<file path="src/rtl/load_store_unit.sv">
// rtl/load_store_unit.sv - single-request load/store sequencer for a word-organised data memory
module load_store_unit #(
  parameter int MEM_WORDS = 512
) (
  input  logic        clk,
  input  logic        reset,
  input  logic        req_valid,
  output logic        req_ready,
  input  logic        req_store,
  input  logic [2:0]  req_funct3,
  input  logic [31:0] req_addr,
  input  logic [31:0] req_wdata,
  output logic        resp_valid,
  output logic        resp_err,
  output logic [31:0] resp_rdata,
  output logic [31:0] mem_addr,
  output logic [31:0] mem_wdata,
  output logic [3:0]  mem_mask,
  output logic        mem_wr_en,
  output logic        mem_rd_en,
  output logic        mem_chip_select,
  input  logic [31:0] mem_rdata
);

  typedef enum logic [1:0] {IDLE, ACCESS, RESP} state_t;

  localparam logic [29:0] MEM_LIMIT = 30'(MEM_WORDS);

  state_t      state_q, state_d;
  logic        store_q, store_d;
  logic [2:0]  funct3_q, funct3_d;
  logic [1:0]  off_q, off_d;
  logic        resp_valid_q, resp_valid_d;
  logic        resp_err_q, resp_err_d;
  logic [31:0] resp_rdata_q, resp_rdata_d;
  logic [31:0] mem_addr_q, mem_addr_d;
  logic [31:0] mem_wdata_q, mem_wdata_d;
  logic [3:0]  mem_mask_q, mem_mask_d;
  logic        mem_wr_en_q, mem_wr_en_d;
  logic        mem_rd_en_q, mem_rd_en_d;
  logic        mem_cs_q, mem_cs_d;

  logic        accept;
  logic        bad_f3, misaligned, out_of_range, req_err;
  logic [31:0] shifted, load_fmt;

  assign req_ready = (state_q == IDLE);
  assign accept    = req_valid && req_ready;

  always_comb begin
    if (req_store) bad_f3 = !(req_funct3 inside {3'b000, 3'b001, 3'b010});
    else           bad_f3 = !(req_funct3 inside {3'b000, 3'b001, 3'b010, 3'b100, 3'b101});
    misaligned   = ((req_funct3[1:0] == 2'b01) && req_addr[0]) ||
                   ((req_funct3[1:0] == 2'b10) && (req_addr[1:0] != 2'b00));
    out_of_range = (req_addr[31:2] >= MEM_LIMIT);
    req_err      = bad_f3 || misaligned || out_of_range;
  end

  // Memory word arrives whole; move the addressed lane down before extending.
  always_comb begin
    shifted = mem_rdata >> {off_q, 3'b000};
    case (funct3_q)
      3'b000:  load_fmt = {{24{shifted[7]}}, shifted[7:0]};
      3'b001:  load_fmt = {{16{shifted[15]}}, shifted[15:0]};
      3'b010:  load_fmt = shifted;
      3'b100:  load_fmt = {24'h0, shifted[7:0]};
      3'b101:  load_fmt = {16'h0, shifted[15:0]};
      default: load_fmt = 32'h0;
    endcase
  end

  always_ff @(posedge clk or negedge reset) begin
    if (!reset) begin
      state_q      <= IDLE;
      store_q      <= 1'b0;
      funct3_q     <= 3'b000;
      off_q        <= 2'b00;
      resp_valid_q <= 1'b0;
      resp_err_q   <= 1'b0;
      resp_rdata_q <= 32'h0;
      mem_addr_q   <= 32'h0;
      mem_wdata_q  <= 32'h0;
      mem_mask_q   <= 4'b0000;
      mem_wr_en_q  <= 1'b1;
      mem_rd_en_q  <= 1'b0;
      mem_cs_q     <= 1'b1;
    end else begin
      state_q      <= state_d;
      store_q      <= store_d;
      funct3_q     <= funct3_d;
      off_q        <= off_d;
      resp_valid_q <= resp_valid_d;
      resp_err_q   <= resp_err_d;
      resp_rdata_q <= resp_rdata_d;
      mem_addr_q   <= mem_addr_d;
      mem_wdata_q  <= mem_wdata_d;
      mem_mask_q   <= mem_mask_d;
      mem_wr_en_q  <= mem_wr_en_d;
      mem_rd_en_q  <= mem_rd_en_d;
      mem_cs_q     <= mem_cs_d;
    end
  end

  always_comb begin
    state_d = state_q;
    case (state_q)
      IDLE:    if (accept) state_d = req_err ? RESP : ACCESS;
      ACCESS:  state_d = RESP;
      RESP:    state_d = IDLE;
      default: state_d = IDLE;
    endcase
  end

  // Memory controls default to idle every cycle; only the accept edge opens an access.
  always_comb begin
    store_d      = store_q;
    funct3_d     = funct3_q;
    off_d        = off_q;
    resp_valid_d = 1'b0;
    resp_err_d   = resp_err_q;
    resp_rdata_d = resp_rdata_q;
    mem_addr_d   = mem_addr_q;
    mem_wdata_d  = mem_wdata_q;
    mem_mask_d   = 4'b0000;
    mem_wr_en_d  = 1'b1;
    mem_rd_en_d  = 1'b0;
    mem_cs_d     = 1'b1;
    case (state_q)
      IDLE: begin
        if (accept) begin
          store_d  = req_store;
          funct3_d = req_funct3;
          off_d    = req_addr[1:0];
          if (req_err) begin
            resp_valid_d = 1'b1;
            resp_err_d   = 1'b1;
            resp_rdata_d = 32'h0;
          end else begin
            mem_addr_d = {req_addr[31:2], 2'b00};
            mem_cs_d   = 1'b0;
            if (req_store) begin
              mem_wr_en_d = 1'b0;
              case (req_funct3[1:0])
                2'b00: begin
                  mem_wdata_d = {4{req_wdata[7:0]}};
                  mem_mask_d  = 4'b0001 << req_addr[1:0];
                end
                2'b01: begin
                  mem_wdata_d = {2{req_wdata[15:0]}};
                  mem_mask_d  = req_addr[1] ? 4'b1100 : 4'b0011;
                end
                default: begin
                  mem_wdata_d = req_wdata;
                  mem_mask_d  = 4'b1111;
                end
              endcase
            end else begin
              mem_rd_en_d = 1'b1;
            end
          end
        end
      end
      ACCESS: begin
        resp_valid_d = 1'b1;
        resp_err_d   = 1'b0;
        resp_rdata_d = store_q ? 32'h0 : load_fmt;
      end
      default: ;
    endcase
  end

  assign resp_valid      = resp_valid_q;
  assign resp_err        = resp_err_q;
  assign resp_rdata      = resp_rdata_q;
  assign mem_addr        = mem_addr_q;
  assign mem_wdata       = mem_wdata_q;
  assign mem_mask        = mem_mask_q;
  assign mem_wr_en       = mem_wr_en_q;
  assign mem_rd_en       = mem_rd_en_q;
  assign mem_chip_select = mem_cs_q;

endmodule

</file>
<file path="config.mk">
export PLATFORM = sky130hd
export DESIGN_NAME = load_store_unit
export DESIGN_NICKNAME = d
export VERILOG_FILES = /design/src/rtl/load_store_unit.sv
export SDC_FILE = /design/constraint.sdc
export NUM_CORES = 1
export LEC_CHECK = 0
export ABC_AREA = 1
export CAP_MARGIN = 15
export CORE_MARGIN = 1
export CORE_UTILIZATION = 48
export CTS_CLUSTER_SIZE = 12
export DETAILED_ROUTE_END_ITERATION = 8
export GPL_ROUTABILITY_DRIVEN = 0
export PLACE_DENSITY_LB_ADDON = 0.15
export SLEW_MARGIN = 0
export SYNTH_ARGS = -nofsm -noshare
export SYNTH_HDL_FRONTEND = slang
export SYNTH_SLANG_ARGS = --single-unit
export TNS_END_PERCENT = 10
</file>
<file path="constraint.sdc">
create_clock -name clk -period 2.72 [get_ports clk]
set_input_delay 0.408 -clock clk [delete_from_list [all_inputs] [get_ports clk]]
set_output_delay 0.408 -clock clk [all_outputs]
set_load 0.02 [all_outputs]
</file>
==> results of run 1 <==
## cell usage in the layout (no fill, tap or decap), drive strengths merged
cell type	Yosys	routed
o21bai	1	1
o21a	2	2
nor3	5	5
o211ai	7	7
dfrtp	109	109
nand3	69	69
nor2	68	68
o21ai	46	46
dfstp	2	2
nand2	232	232
nand3b	1	1
clkbuf	10	11
clkinvlp	0	2
and2	2	2
dlygate4sd3	0	1
a221oi	8	8
inv	71	72
buf	31	15
nand4	9	9
clkinv	0	2
a21oi	20	20
or2	1	1
conb	1	2
clkdlybuf4s50	0	205
## what timing repair did
item                                   4_1_cts  5_1_grt
endpoints found under the hold margin       11        0
resized for setup                            0        0
hold buffers                                 1        0
## report_power, final
group          switching (mW)  internal (mW)
sequential             0.0132           1.66
clock                   0.569          0.369
combinational           0.303          0.246
## final timing paths
check	startpoint	to	slack, ns
max in group asynchronous	reset	mem_chip_select	1.51
min reg2reg	mem_addr[7]	mem_addr[7]	0.48
max reg2reg	off_q[0]	resp_rdata[29]	0.83
min	reset	resp_rdata[4]	0.42
min in group clk	mem_addr[7]	mem_addr[7]	0.48
max	state_q[1]	req_ready	0.71
## worst max-delay path: stages, from the launching register on
cell and delay, ns:
dfrtp_1 0.39, nor2_1 0.18, clkdlybuf4s50_1 0.67
## sequential cells by signal, summed over array words and instances, names as in the netlist, 2 cells and up
register	flops
state_q	2
funct3_q	3
mem_mask	4
off_q	2
resp_rdata	32
mem_wdata	32
mem_addr	30
## per-layer routing
layer,track usage,part of all wire
met3,0.0569,0.071
met1,0.325,0.41
met4,0.0832,0.013
met2,0.443,0.50
met5,0,0
## cell type report
class                   instances  area [um^2]
well taps                     140          175
clock inverters                 5         43.8
repair buffers                221         2190
inverters                      71          267
multi-input cells             473         2130
clock buffers                  11          141
flip-flops and latches        111         2780
fillers                       878         3120
## cell families after synthesis
group / after synthesis / share of synthesized area
buffers and inverters: 112 / 0.0884
DFF: 111 / 0.518
and+or+nand+nor: 387 / 0.302
AOI/OAI and AO/OA: 84 / 0.0907
other: 1 / 0.000699
## through the flow
stage / setup slack, ns / power [mW] / cell area (um^2) / util
2_1_floorplan: 1.06 / 1.99 / 5370 / -
3_3_place_gp: 0.489 / 2.24 / 7520 / 0.694
3_5_place_dp: 0.360 / 2.25 / 7520 / 0.694
4_1_cts: 0.680 / 3.19 / 7720 / 0.712
5_1_grt: 0.594 / 3.33 / 7720 / 0.712
6_report: 0.708 / 3.16 / 7720 / 0.712
==> results_dict.tcl, run 1 <==
set metrics [dict create \
    cp_data_required_time_ns 2.31 \
    yosys_warnings 0 \
    rows 38 \
    grt_pass1_vias 5031 \
    fp.dieW_um 108 \
    peakVddDrop_v 0.000220 \
    fp.dieArea_um2 11600 \
    globalRouteOverflowTotal 0 \
    powerDensity_nw_per_um2 410 \
    num_vias 5232 \
    path_clk_slew_ns 0.10 \
    drv_cap 0 \
    relSlewSlack 0.636 \
    layout.cells.non_filler 1032 \
    cts_tree "done" \
    antennaDiodeCount 0 \
    clock_latency_ns 0.37 \
    setup_viol 0 \
    finalCritPeriodShare 0.740 \
    wl_per_cell_um 14.0 \
    ys_ff_latch 111 \
    cts_setup_buffers 0 \
    drt_iter0_markers 322 \
    synth_edf_count 0 \
    cts_buffers 9 \
    power.leakage_nw 3.85 \
    endpoint_kind "primary output" \
    cts_max_level 3 \
    final_hold_viol_count 0 \
    synthFlopType "dfrtp_1" \
    hpwl_um 10700 \
    outcome "completed" \
    postSynthAreaPerCell_um2 7.72 \
    clock-skew-final_ns 0.0103 \
    fmax_mhz 497 \
    yosysTopAreaCell "dfrtp_1" \
    critical_path_class "reg -> out" \
    grt_use_total 0.259 \
    io_pins 209 \
    io_buffers 206 \
    drc_errors 0 \
    area_growth_pct 43.9 \
    clock_sinks 111 \
    place_inst 1015 \
    grt_start_max_net_pins 61 \
    drv_slew 0 \
    worst_pin_slew_ns 0.545 \
    clock_path_buffers 2 \
    viasPerCell 5.07 \
    fin_nets 990 \
    floorplan.initialDensity 0.495 \
    setup-tns-final_ns 0 \
    synth_area_um2 5360 \
    cp-start-kind "flip-flop" \
    async_flop_share 1.00 \
    worstRegToRegCells 8 \
    min_period_ns 2.01 \
    yosysTopAreaCellShare 0.509 \
    hold_ws_ns 0.416 \
    synth.top_cells.by_count "nand2_1, dfrtp_1, inv_1" \
    drtPass1Iterations 4 \
    synth.yosys.seq_area_share 0.518 \
    arrival_ns 1.60 \
    syn_inst 695 \
    antenna_left 0 \
    synth_area_leaders "dfrtp_1, nand2_1, nand3_1" \
    drive_above_1_share 0.0493 \
    routed_wl_um 14500 \
    grt_pass1_wl_um 23600 \
    cts_root_buf "clkbuf_8" \
    rsz0062_at_grt "false" \
    path_max_fanout 2 \
    die_h_um 108 \
    min_path_type "in -> async" \
    antenna_found_initial 0 \
    synth_cell_type_count 30 \
    synth.most_common_cell "nand2_1" \
    coreArea_um2 10800 \
]
No activity file was read; power rests on OpenSTA's default activity.
==> run 2: changes to the inputs <==
--- a/config.mk
+++ b/config.mk
@@ -8,7 +8,7 @@
 export ABC_AREA = 1
 export CAP_MARGIN = 15
 export CORE_MARGIN = 1
-export CORE_UTILIZATION = 48
+export CORE_UTILIZATION = 44
 export CTS_CLUSTER_SIZE = 12
 export DETAILED_ROUTE_END_ITERATION = 8
 export GPL_ROUTABILITY_DRIVEN = 0
==> constraint.sdc (replaced) <==
create_clock -name clk -period 2.1 [get_ports clk]
set_input_delay 0.315 -clock clk [delete_from_list [all_inputs] [get_ports clk]]
set_output_delay 0.315 -clock clk [all_outputs]
set_load 0.02 [all_outputs]
==> run 2 against run 1 <==
Via count is 2.2% higher. Worst hold slack improved by 0.043 ns. Combinational power up 34%. Clock skew fell by 0.0047 ns. Sequential power up 30%. Highest routed layer unchanged. Non-clock buffer count up 8. Sequential share of layout area fell by 1.3 points. Die area rose by 8.9%.
==> results_dict.tcl, run 2 (synthesis results as in run 1) <==
set metrics [dict create \
    outcome "completed" \
    globalRouteOverflowTotal 0 \
    place_inst 1026 \
    peakVddDrop_v 0.000412 \
    min_period_ns 1.88 \
    reg2reg_to "resp_rdata[20]" \
    clock_latency_ns 0.34 \
    grt_pass1_wl_um 25800 \
    n_fill_cell 986 \
    powerDensity_nw_per_um2 610 \
    layout.cells.non_filler 1043 \
    endpoint_kind "primary output" \
    arrival_ns 1.57 \
    crit_slowest_cell "clkdlybuf4s50_1" \
    area_growth_pct 49.2 \
    place_area_um2 7650 \
    finalInstanceArea_um2 8000 \
    r2r_slack_ns 0.22 \
    worst_pin_slew_ns 0.551 \
    multiInputGateArea_um2 2130 \
    die_h_um 112 \
    viasPerCell 5.13 \
    rsz0062_at_grt "false" \
    grt_pass1_vias 5398 \
    grt_use_total 0.259 \
    routed_wl_um 15500 \
    antenna_left 0 \
    cts_tree "done" \
    drtPass1Iterations 5 \
    cp_data_required_time_ns 1.78 \
    rows 39 \
    cp_slowest_stage_delay_ns 0.66 \
    fmax_mhz 531 \
    seq_area_um2 2780 \
    wl_per_cell_um 14.9 \
    clock_sinks 111 \
    setup_viol 0 \
    critPathCapture "req_ready" \
    fp.dieW_um 112 \
    cts_max_level 3 \
    critical_path_class "reg -> out" \
    io_pins 209 \
    finalCritPeriodShare 0.897 \
    power.leakage_nw 4.00 \
    coreArea_um2 11700 \
    clock-skew-final_ns 0.00564 \
    antenna_found_initial 0 \
    cts_buffers 9 \
    final_hold_viol_count 0 \
    cp-start-kind "flip-flop" \
    crit_chain "nor2_1 > clkdlybuf4s50_1" \
    path_max_fanout 2 \
    drive_above_1_share 0.0589 \
    hold_ws_ns 0.459 \
    drv_slew 0 \
    num_vias 5347 \
    utilization 0.686 \
    grt_start_max_net_pins 44 \
    drt_iter0_markers 295 \
    final_common_cell "nand2_1" \
    relSlewSlack 0.632 \
    setup_ws_ns 0.216 \
    floorplan.initialDensity 0.460 \
    place_ws_ns -0.0129 \
    worstRegToRegCells 8 \
    fp.dieArea_um2 12600 \
    io_buffers 206 \
    cts_root_buf "clkbuf_16" \
    drv_cap 0 \
    path_clk_slew_ns 0.08 \
    min_path_type "in -> async" \
    final_cell_mix "nand2_1, clkdlybuf4s50_1, dfrtp_1" \
    hpwl_um 11700 \
    worstSetupStartpoint "state_q[1]" \
    fin_nets 998 \
    clock_path_buffers 2 \
    antennaDiodeCount 0 \
    drc_errors 0 \
    timing.rr.start "off_q[0]" \
]
==> run 2: changes by cell type in the layout (fill, tap and decap cells not counted), moves of 2 or more <==
cell / delta
clkbuf_8: -10
clkbuf_16: +9
buf_12: +5
buf_4: +3
bufinv_16: +3
clkinv_2: +2
clkinv_4: -2
clkinvlp_4: -2
inv_6: +2
==> run 2: worst min-delay path by stage <==
stage	end	slack, ns	depth (start not counted)
4_1_cts	resp_rdata[3]	0.46	2
2_1_floorplan	funct3_q[0]	0.02	0
3_3_place_gp	resp_rdata[4]	0.29	1
5_1_grt	resp_rdata[4]	0.50	2
3_5_place_dp	resp_rdata[3]	0.30	1
6_report	resp_rdata[3]	0.46	2
==> run 2: critical path: cells and delay by family (launching register included) <==
kind                   cells  cell delay [ns]
buffers and inverters      1             0.66
flip-flops                 1             0.38
AND/OR/NAND/NOR            1             0.19
==> run 2: routing by layer <==
metal / wire [um] / up-vias / global-route usage
li1: - / 2597 / -
met1: 6150 / 2507 / 0.305
met2: 7880 / 216 / 0.455
met3: 1120 / 27 / 0.0664
met4: 366 / 0 / 0.102
met5: 0 / - / 0
==> run 2: cell type report <==
class                   instances  share of cell area
clock inverters                 7              0.0147
well taps                     143              0.0224
inverters                      71              0.0333
flip-flops and latches        111               0.347
multi-input cells             473               0.266
repair buffers                229               0.289
clock buffers                   9              0.0281
==> run 2: where the power goes <==
part	internal, mW	switching, mW	total, mW
clock	1.17	0.795	1.97
sequential	2.15	0.0243	2.18
combinational	0.341	0.394	0.735
total	3.67	1.21	4.88
==> run 2: stage by stage <==
| step | setup TNS, ns | power [mW] |
|---|---|---|
| 2_1_floorplan | 0 | 2.58 |
| 3_3_place_gp | 0 | 2.93 |
| 5_1_grt | 0 | 5.10 |
| 3_5_place_dp | -0.0129 | 2.95 |
| 4_1_cts | 0 | 4.91 |
| 6_report | 0 | 4.88 |
==> run 2: what timing repair did <==
| action | CTS | global route |
|---|---|---|
| setup buffers | 0 | 0 |
| resized for setup | 0 | 0 |
| hold buffers | 1 | 0 |
| hold endpoints to repair | 30 | 0 |
| setup endpoints to repair | 0 | 0 |
==> run 3: changes to the inputs <==
--- a/config.mk
+++ b/config.mk
@@ -11,7 +11,7 @@
 export CORE_UTILIZATION = 44
 export CTS_CLUSTER_SIZE = 12
 export DETAILED_ROUTE_END_ITERATION = 8
-export GPL_ROUTABILITY_DRIVEN = 0
+export GPL_ROUTABILITY_DRIVEN = 1
 export PLACE_DENSITY_LB_ADDON = 0.15
 export SLEW_MARGIN = 0
 export SYNTH_ARGS = -nofsm -noshare
==> run 3 against run 2 <==
Sequential share of layout area rose by 0.093 points. Register-to-register slack improved by 0.06 ns. Total power fell by 3.9%. Largest cell class unchanged. Die area did not move. Sequential power barely moved. Worst hold slack got worse by 0.0015 ns. Utilization fell by 0.18 points. Final cell count did not move. Largest power group unchanged. Non-clock buffer count did not move.
==> results_dict.tcl, run 3 (synthesis results as in run 1) <==
set metrics [dict create \
    outcome "completed" \
    grt_start_max_net_pins 41 \
    cts_root_buf "clkbuf_16" \
    coreArea_um2 11700 \
    final_hold_viol_count 0 \
    r2r_slack_ns 0.28 \
    drtPass1Iterations 6 \
    grt_pass1_vias 5232 \
    drv_cap 0 \
    wl_per_cell_um 14.8 \
    fin_nets 998 \
    power.leakage_nw 3.99 \
    area_growth_pct 48.8 \
    finalInstanceArea_um2 7980 \
    timing.rr.start "off_q[0]" \
    drv_slew 0 \
    n_fill_cell 990 \
    final_common_cell "nand2_1" \
    crit_chain "nor2_1 > clkdlybuf4s50_1" \
    min_path_type "in -> async" \
    cp-start-kind "flip-flop" \
    clock_path_buffers 2 \
    globalplace.congestion 0.911 \
    finalCritPeriodShare 0.892 \
    min_period_ns 1.87 \
    endpoint_kind "primary output" \
    drt_iter0_markers 349 \
    arrival_ns 1.56 \
    antenna_left 0 \
    grt_use_total 0.255 \
    io_buffers 206 \
    cp_slowest_stage_delay_ns 0.66 \
    antennaDiodeCount 0 \
    place_area_um2 7660 \
    drc_errors 0 \
    peakVddDrop_v 0.000560 \
    routed_wl_um 15500 \
    clock_latency_ns 0.35 \
    cts_setup_buffers 0 \
    setup_ws_ns 0.226 \
    rows 39 \
    viasPerCell 5.07 \
    setup-tns-final_ns 0 \
    critical_path_class "reg -> out" \
    cts_buffers 9 \
    worstRegToRegCells 8 \
    clock_sinks 111 \
    setup_viol 0 \
    cp_data_required_time_ns 1.78 \
    cts_max_level 3 \
    fp.dieArea_um2 12600 \
    path_max_fanout 2 \
    clock-skew-final_ns 0.00727 \
    globalRouteOverflowTotal 0 \
    reg2reg_to "resp_rdata[12]" \
    path_clk_slew_ns 0.07 \
    cts_tree "done" \
    hpwl_um 11400 \
    place_ws_ns 0.0699 \
    powerDensity_nw_per_um2 587 \
    die_h_um 112 \
    floorplan.initialDensity 0.460 \
    crit_slowest_cell "clkdlybuf4s50_1" \
    drive_above_1_share 0.0600 \
    hold_ws_ns 0.458 \
    final_cell_mix "nand2_1, clkdlybuf4s50_1, dfrtp_1" \
    layout.cells.non_filler 1043 \
    fmax_mhz 534 \
    io_pins 209 \
    grt_pass1_wl_um 25200 \
    place_inst 1026 \
    antenna_found_initial 0 \
    num_vias 5288 \
    fp.dieW_um 112 \
    rsz0062_at_grt "false" \
]
==> run 3: changes by cell type in the layout (fill, tap and decap cells not counted) <==
cell | previous run | this run
inv_8 | 0 | 1
clkinvlp_4 | 0 | 1
inv_6 | 2 | 1
bufinv_16 | 3 | 1
buf_4 | 17 | 16
buf_12 | 6 | 7
nand2_2 | 2 | 3
nand2_1 | 230 | 229
clkbuf_8 | 0 | 1
==> run 3: worst max-delay path by stage <==
stage                        startpoint              to  slack (ns)  cells past startpoint
after floorplan              state_q[1]   mem_wdata[31]        0.44                      7
after global placement    req_funct3[0]   mem_wdata[15]        0.13                      8
after detailed placement   req_addr[17]   mem_wdata[31]        0.07                      7
after CTS                    state_q[1]       req_ready        0.21                      2
after global routing           off_q[0]  resp_rdata[31]        0.13                      8
final                        state_q[1]       req_ready        0.23                      2
==> run 3: timing repair <==
action / 4_1_cts / 5_1_grt
endpoints found under the setup margin: 0 / 10
hold endpoints to repair: 30 / 0
gates resized for setup: 0 / 1
hold buffers: 1 / 0
==> run 3: report_power, final <==
part           total [mW]  leakage, nW  switching, mW  internal, mW
combinational       0.738         2.46          0.397         0.341
clock                1.77        0.151          0.805         0.967
sequential           2.18         1.37         0.0256          2.15
==> run 3: cell type report <==
cell class | count | area (um^2) | area share
sequential | 111 | 2780 | 0.348
timing repair buffer | 229 | 2320 | 0.291
multi-input combinational | 473 | 2130 | 0.267
inverter | 71 | 267 | 0.0334
clock buffer | 10 | 239 | 0.0299
tap | 143 | 179 | 0.0224
clock inverter | 6 | 67.6 | 0.00846
==> run 3: per-stage QoR <==
step,total power [mW],util
4_1_cts,4.72,0.684
5_1_grt,4.89,0.684
3_3_place_gp,2.93,0.657
3_5_place_dp,2.94,0.657
2_1_floorplan,2.58,-
6_report,4.69,0.684
==> run 3: metal layers <==
metal  global-route usage  part of all wire  vias to the layer above
met5                    0                 0                        -
met4                0.108             0.030                        0
met3               0.0772             0.083                       42
met2                0.451              0.50                      222
met1                0.285              0.38                     2426
li1                     -                 -                     2598
==> run 3: worst max-delay path, delay by kind of cell (launching register included) <==
kind          cells  cell delay, ns
simple gates      1            0.16
flops             1            0.39
buf+inv           1            0.66
